<file path="src/rtl/cacheline_adapter_pkg.sv">
// -----------------------------------------------------------------------------
// cacheline_adapter_pkg
// Shared cache definitions for the cache-line <-> memory-burst adapter:
//   LINE_W / BEAT_W / BEATS : line geometry (256-bit line, 64-bit beats, 4 beats)
//   ADDR_W / OFFSET_W       : address width and byte offset within a line
//   adapter_state_e         : adapter FSM states
//   align_line_addr()       : clears the in-line byte offset of an address
// -----------------------------------------------------------------------------
package cacheline_adapter_pkg;

  localparam int LINE_W   = 256;
  localparam int BEAT_W   = 64;
  localparam int BEATS    = 4;
  localparam int ADDR_W   = 32;
  localparam int OFFSET_W = 5;

  typedef enum logic [2:0] {
    IDLE     = 3'd0,
    RD_BURST = 3'd1,
    RD_DONE  = 3'd2,
    WR_BURST = 3'd3,
    WR_DONE  = 3'd4
  } adapter_state_e;

  // Masking (rather than slicing) keeps every address bit referenced.
  function automatic logic [ADDR_W-1:0] align_line_addr(input logic [ADDR_W-1:0] addr);
    return addr & {{(ADDR_W-OFFSET_W){1'b1}}, {OFFSET_W{1'b0}}};
  endfunction

endpackage

</file>
<file path="src/rtl/cacheline_adapter.sv">
// -----------------------------------------------------------------------------
// cacheline_adapter
// Converts whole-line cache requests into BEATS-beat memory bursts.
//   Cache side : address_i, line_i, read_i, write_i  -> line_o, resp_o
//   Memory side: address_o, burst_o, read_o, write_o <- burst_i, resp_i
// A fill assembles incoming beats (beat 0 = line bits 63:0) straight into
// line_o; a write-back streams the latched line low beat first. resp_o pulses
// for one cycle in the DONE state, after which a new request is accepted
// immediately. write_i wins over read_i when both are raised together.
// Ports:
//   clk, rst_n   : clock, asynchronous active-low reset
//   address_i    : cache line address (byte address, offset ignored)
//   line_i       : write-back line, sampled when a write is accepted
//   read_i/write_i : cache request, held until resp_o
//   line_o       : assembled fill line
//   resp_o       : one-cycle line-done pulse
//   address_o    : aligned burst address, 0 when not bursting
//   burst_o/burst_i : write / read beat data
//   read_o/write_o  : burst request, held for the whole burst
//   resp_i       : per-beat acknowledge from memory
// -----------------------------------------------------------------------------
module cacheline_adapter #(
  parameter int BEATS = cacheline_adapter_pkg::BEATS
) (
  input  logic                                  clk,
  input  logic                                  rst_n,
  input  logic [cacheline_adapter_pkg::ADDR_W-1:0] address_i,
  input  logic [cacheline_adapter_pkg::LINE_W-1:0] line_i,
  input  logic                                  read_i,
  input  logic                                  write_i,
  output logic [cacheline_adapter_pkg::LINE_W-1:0] line_o,
  output logic                                  resp_o,
  output logic [cacheline_adapter_pkg::ADDR_W-1:0] address_o,
  output logic [cacheline_adapter_pkg::BEAT_W-1:0] burst_o,
  input  logic [cacheline_adapter_pkg::BEAT_W-1:0] burst_i,
  output logic                                  read_o,
  output logic                                  write_o,
  input  logic                                  resp_i
);

  import cacheline_adapter_pkg::*;

  localparam int CNT_W = (BEATS > 1) ? $clog2(BEATS) : 1;

  adapter_state_e   state_r;
  logic [CNT_W-1:0] cnt_r;
  // Remaining (not yet presented) write-back beats, lowest beat in bits 63:0.
  logic [LINE_W-1:0] wline_r;
  logic              last_beat_s;

  // Flags the beat whose acknowledge completes the burst.
  always_comb begin
    last_beat_s = 1'b0;
    if (cnt_r == CNT_W'(BEATS - 1)) begin
      last_beat_s = 1'b1;
    end else begin
      last_beat_s = 1'b0;
    end
  end

  // Adapter FSM with all outputs registered.
  always_ff @(posedge clk or negedge rst_n) begin
    if (!rst_n) begin
      state_r   <= IDLE;
      cnt_r     <= '0;
      wline_r   <= '0;
      line_o    <= '0;
      resp_o    <= 1'b0;
      address_o <= '0;
      burst_o   <= '0;
      read_o    <= 1'b0;
      write_o   <= 1'b0;
    end else begin
      case (state_r)
        IDLE: begin
          resp_o <= 1'b0;
          cnt_r  <= '0;
          if (write_i) begin
            state_r   <= WR_BURST;
            address_o <= align_line_addr(address_i);
            write_o   <= 1'b1;
            // First beat goes out now; the rest shift down one beat per ack.
            burst_o   <= line_i[BEAT_W-1:0];
            wline_r   <= line_i >> BEAT_W;
          end else if (read_i) begin
            state_r   <= RD_BURST;
            address_o <= align_line_addr(address_i);
            read_o    <= 1'b1;
          end else begin
            state_r <= IDLE;
          end
        end

        RD_BURST: begin
          if (resp_i) begin
            line_o[int'(cnt_r)*BEAT_W +: BEAT_W] <= burst_i;
            if (last_beat_s) begin
              state_r   <= RD_DONE;
              cnt_r     <= '0;
              read_o    <= 1'b0;
              address_o <= '0;
              resp_o    <= 1'b1;
            end else begin
              cnt_r <= cnt_r + CNT_W'(1);
            end
          end else begin
            state_r <= RD_BURST;
          end
        end

        WR_BURST: begin
          if (resp_i) begin
            if (last_beat_s) begin
              state_r   <= WR_DONE;
              cnt_r     <= '0;
              write_o   <= 1'b0;
              address_o <= '0;
              burst_o   <= '0;
              resp_o    <= 1'b1;
            end else begin
              cnt_r   <= cnt_r + CNT_W'(1);
              burst_o <= wline_r[BEAT_W-1:0];
              wline_r <= wline_r >> BEAT_W;
            end
          end else begin
            state_r <= WR_BURST;
          end
        end

        // resp_o was raised on entry; drop it and return to IDLE.
        RD_DONE, WR_DONE: begin
          resp_o  <= 1'b0;
          state_r <= IDLE;
        end

        default: begin
          state_r   <= IDLE;
          cnt_r     <= '0;
          wline_r   <= '0;
          resp_o    <= 1'b0;
          address_o <= '0;
          burst_o   <= '0;
          read_o    <= 1'b0;
          write_o   <= 1'b0;
        end
      endcase
    end
  end

endmodule

</file>
<file path="config.mk">
export PLATFORM = sky130hd
export DESIGN_NAME = cacheline_adapter
export DESIGN_NICKNAME = d
export VERILOG_FILES = /design/src/rtl/cacheline_adapter_pkg.sv /design/src/rtl/cacheline_adapter.sv
export SDC_FILE = /design/constraint.sdc
export NUM_CORES = 1
export LEC_CHECK = 0
export CORE_AREA = 2 2 279 281
export CTS_BUF_LIST = sky130_fd_sc_hd__clkbuf_8 sky130_fd_sc_hd__clkbuf_16
export CTS_CLUSTER_DIAMETER = 50
export CTS_CLUSTER_SIZE = 28
export DETAILED_ROUTE_END_ITERATION = 8
export DIE_AREA = 0 0 281 283
export SETUP_SLACK_MARGIN = 0.5
export SLEW_MARGIN = 30
export SYNTH_ARGS = -nofsm -noshare
export SYNTH_HDL_FRONTEND = slang
export SYNTH_SLANG_ARGS = --single-unit
</file>
<file path="constraint.sdc">
create_clock -name clk -period 3.3 [get_ports clk]
set_input_delay 0.33 -clock clk [delete_from_list [all_inputs] [get_ports clk]]
set_output_delay 0.33 -clock clk [all_outputs]
set_load 0.005 [all_outputs]
</file>
==> reports/qor.txt <==
Status -> finished, final reports clean
Final Hold Viols -> 0
Kind of critical path -> reg2reg
Mapped Area -> 23,900 um2
R2R depth -> 5
Post-Layout Cell Count -> 3,764
Worst hold endpoint -> wline_r[146]$_DFFE_PN0P_
Finish-stage setup viols -> 0
Cell Rows -> 102
DRC errors left -> 0
Max VDD drop -> 612 uV
Part of the cycle the worst path needs -> 80.2%
CTS root buffer -> clkbuf_16
Prevailing post-synth register cell -> dfrtp_1
I/O Buffers -> 701
Critical path's largest stage delay -> 0.58 ns
Synth top area share -> 57.3%
RR Endpoint -> wline_r[79]$_DFFE_PN0P_
I/O pin cnt -> 712
Total GRT Usage -> 20.8%
Seq/Total Area, Yosys -> 57.3%
Worst-Skew Late Latency -> 0.61 ns
Worst R2R Setup Slack -> 0.65 ns
RSZ-0062 raised after global routing -> no
Post-DRT Antenna Nets -> 0
Ys async rst share -> 100%
Critical path startpoint category -> flop
Effective utilization at floorplan -> 31.2%
Core footprint -> 76,700 um2
Worst hold start -> line_i[210]
Nets -> 3,020
Die Height -> 283 um
Final HPWL DP -> 58,900 um
Power density cells -> 926 nW/um2
Hold Crit Depth -> 3
Final GP Congestion -> 0.851
Cell count after synthesis -> 2,007
Clk_skew -> 0.0358 ns
Synth warn -> 0
Worst Path Arrival -> 3.19 ns
Initial antenna violation count -> 22
CP Capture Type -> flop
Worst hold path type -> in2reg
Die area -> 79,500 um2
CTS Buffer Depth -> 3
Htree depth -> 3
Final global-route overflow total -> 0
TritonCTS clock tree -> built
Seq cells post-synth -> 547
Clock tree sinks -> 547
Total CTS buffers -> 74
Crit-path cells -> nor3_4 -> clkbuf_16 -> buf_4 -> a22o_1 -> mux2_2
Cell leakage power -> 15.4 nW
Filler instances -> 7,047
Placed Cells -> 3,620
Max cap viols -> 0
Yosys cell types -> 40
First-pass DRT Iterations -> 5
Via density -> 5.04
First-pass GRT wire length -> 127,000 um
DRT iter0 DRCs -> 1,232
CP required -> 3.84 ns
Synth top area cells -> dfrtp_1, a22o_1, mux2_2
Post-synth top cells -> dfrtp_1, a22o_1, inv_1
Post-route setup TNS -> 0 ns
Number of global-route vias before repair -> 19,990
Chip width -> 281 um
Slew headroom -> 43.4%
Worst flop-to-flop path startpoint -> state_r[0]$_DFFE_PN0P_
Final Critical Period -> 2.65 ns
Layout cells sized above 1 -> 14.6%
EDFF count, synth -> 0
CP Max Fanout -> 126
Multi-input gate area -> 8410 um2
Most frequent cell after synthesis -> dfrtp_1
Register area -> 13,700 um2
Clk pin slew, worst setup/hold paths -> 0.06 ns
Yosys top cell by area -> dfrtp_1
Layout area overhead -> 44.4%
Vias post-DR -> 18,958
Maximum number of pins on one net before global-route repair -> 127
Slowest cell on crit path -> dfrtp_1
Pins Over Slew Limit -> 0
Peak Freq -> 378 MHz
Detailed Route WL -> 84,500 um
Routed length per placed instance -> 22.4 um
Synth Area per Inst -> 11.9 um2
Slew @ Worst Pin -> 0.849 ns
[critical path, delay by kind of cell, from the launching register on]
kind / cells / cell delay [ns]
compound gates: 1 / 0.33
buf+inv: 2 / 0.85
flops: 1 / 0.58
mux: 1 / 0.19
simple gates: 1 / 0.45
[routing by layer]
layer / part of all wire, % / up-vias / GRT usage (%)
li1: - / 8490 / -
met4: 2.9 / 30 / 7.29
met1: 39 / 9562 / 24.5
met3: 9.4 / 152 / 7.42
met5: 0.23 / - / 0
met2: 49 / 724 / 34.8
[cells in the final DEF (no fill, tap or decap), types with 2 or more instances in the layout]
cell type | synthesis | routed
a21oi_1 | 3 | 3
inv_16 | 0 | 2
nand3_1 | 2 | 2
mux2_2 | 143 | 143
inv_6 | 0 | 13
clkinv_2 | 0 | 10
a21o_1 | 3 | 3
nor3b_1 | 3 | 2
and4b_1 | 3 | 3
nand4_1 | 174 | 174
diode_2 | 0 | 8
dfrtp_1 | 547 | 547
inv_1 | 241 | 247
o21ai_0 | 177 | 177
a22o_1 | 301 | 301
buf_4 | 22 | 31
o22ai_1 | 2 | 2
clkbuf_8 | 0 | 3
inv_8 | 0 | 9
conb_1 | 1 | 5
mux2i_1 | 64 | 64
ha_2 | 0 | 4
clkdlybuf4s50_1 | 0 | 700
clkinv_4 | 0 | 8
nor2b_1 | 4 | 4
clkbuf_16 | 0 | 76
ha_1 | 6 | 2
buf_12 | 0 | 21
and2_2 | 0 | 4
and3_1 | 3 | 2
nand2_1 | 72 | 71
bufinv_16 | 0 | 3
mux2_4 | 49 | 49
clkinvlp_4 | 0 | 3
clkinv_8 | 0 | 3
nor4bb_4 | 0 | 2
[how the worst max path moves through the flow]
stage,cells after the start,start,end
after global placement,5,resp_i,line_o[37]$_DFFE_PN0P_
after CTS,6,cnt_r[0]$_DFFE_PN0P_,wline_r[24]$_DFFE_PN0P_
final,5,state_r[0]$_DFFE_PN0P_,wline_r[79]$_DFFE_PN0P_
after floorplan,7,cnt_r[0]$_DFFE_PN0P_,wline_r[122]$_DFFE_PN0P_
after detailed placement,5,resp_i,line_o[52]$_DFFE_PN0P_
after global routing,5,state_r[0]$_DFFE_PN0P_,wline_r[79]$_DFFE_PN0P_
[area by class of cell]
cell class,count,share of cell area (%)
Antenna cell,8,0.0580
Clock buffer,78,5.56
Clock inverter,57,1.62
Inverter,241,2.62
Multi-Input combinational cell,1038,24.4
Sequential cell,547,39.7
Tap cell,1040,3.77
Timing Repair Buffer,755,22.3
[report_power, final]
group          switching [mW]  leakage [nW]  internal (mW)
logic                    5.78          6.76           6.70
registers                1.78          7.35           9.63
clock network            3.45          1.25           4.62
[cell families after synthesis]
family | share of synthesized area, %
AOI/OAI and AO/OA | 15.2
adders and majority gates | 0.314
buffers and inverters | 7.97
DFF | 57.3
muxes | 12.5
other | 0.0157
and+or+nand+nor | 6.72
[sequential cells by signal, indices dropped and copies added, names as in the netlist]
| name | count |
|---|---|
| line_o | 256 |
| wline_r | 192 |
| burst_o | 64 |
| address_o | 27 |
| state_r | 3 |
| cnt_r | 2 |
| read_o | 1 |
| resp_o | 1 |
| write_o | 1 |
[through the flow]
stage,instance area (um2),setup WS [ns],hold WS [ns],utilization [%],total power [mW]
6_report,34500,0.652,0.274,45.0,32.0
3_3_place_gp,32000,0.611,0.402,41.7,23.7
2_1_floorplan,23900,1.25,0.0344,-,17.4
4_1_cts,34500,0.591,0.227,45.0,32.3
5_1_grt,34500,0.503,0.260,45.0,33.8
3_5_place_dp,32000,0.569,0.413,41.7,24.0
[repair_timing]
action	CTS	global route
resized for setup	0	2
setup endpoints to repair	0	20
endpoints found under the hold margin	68	0
hold buffers	1	0
buffers inserted	0	0
No activity file was read; power rests on OpenSTA's default activity.
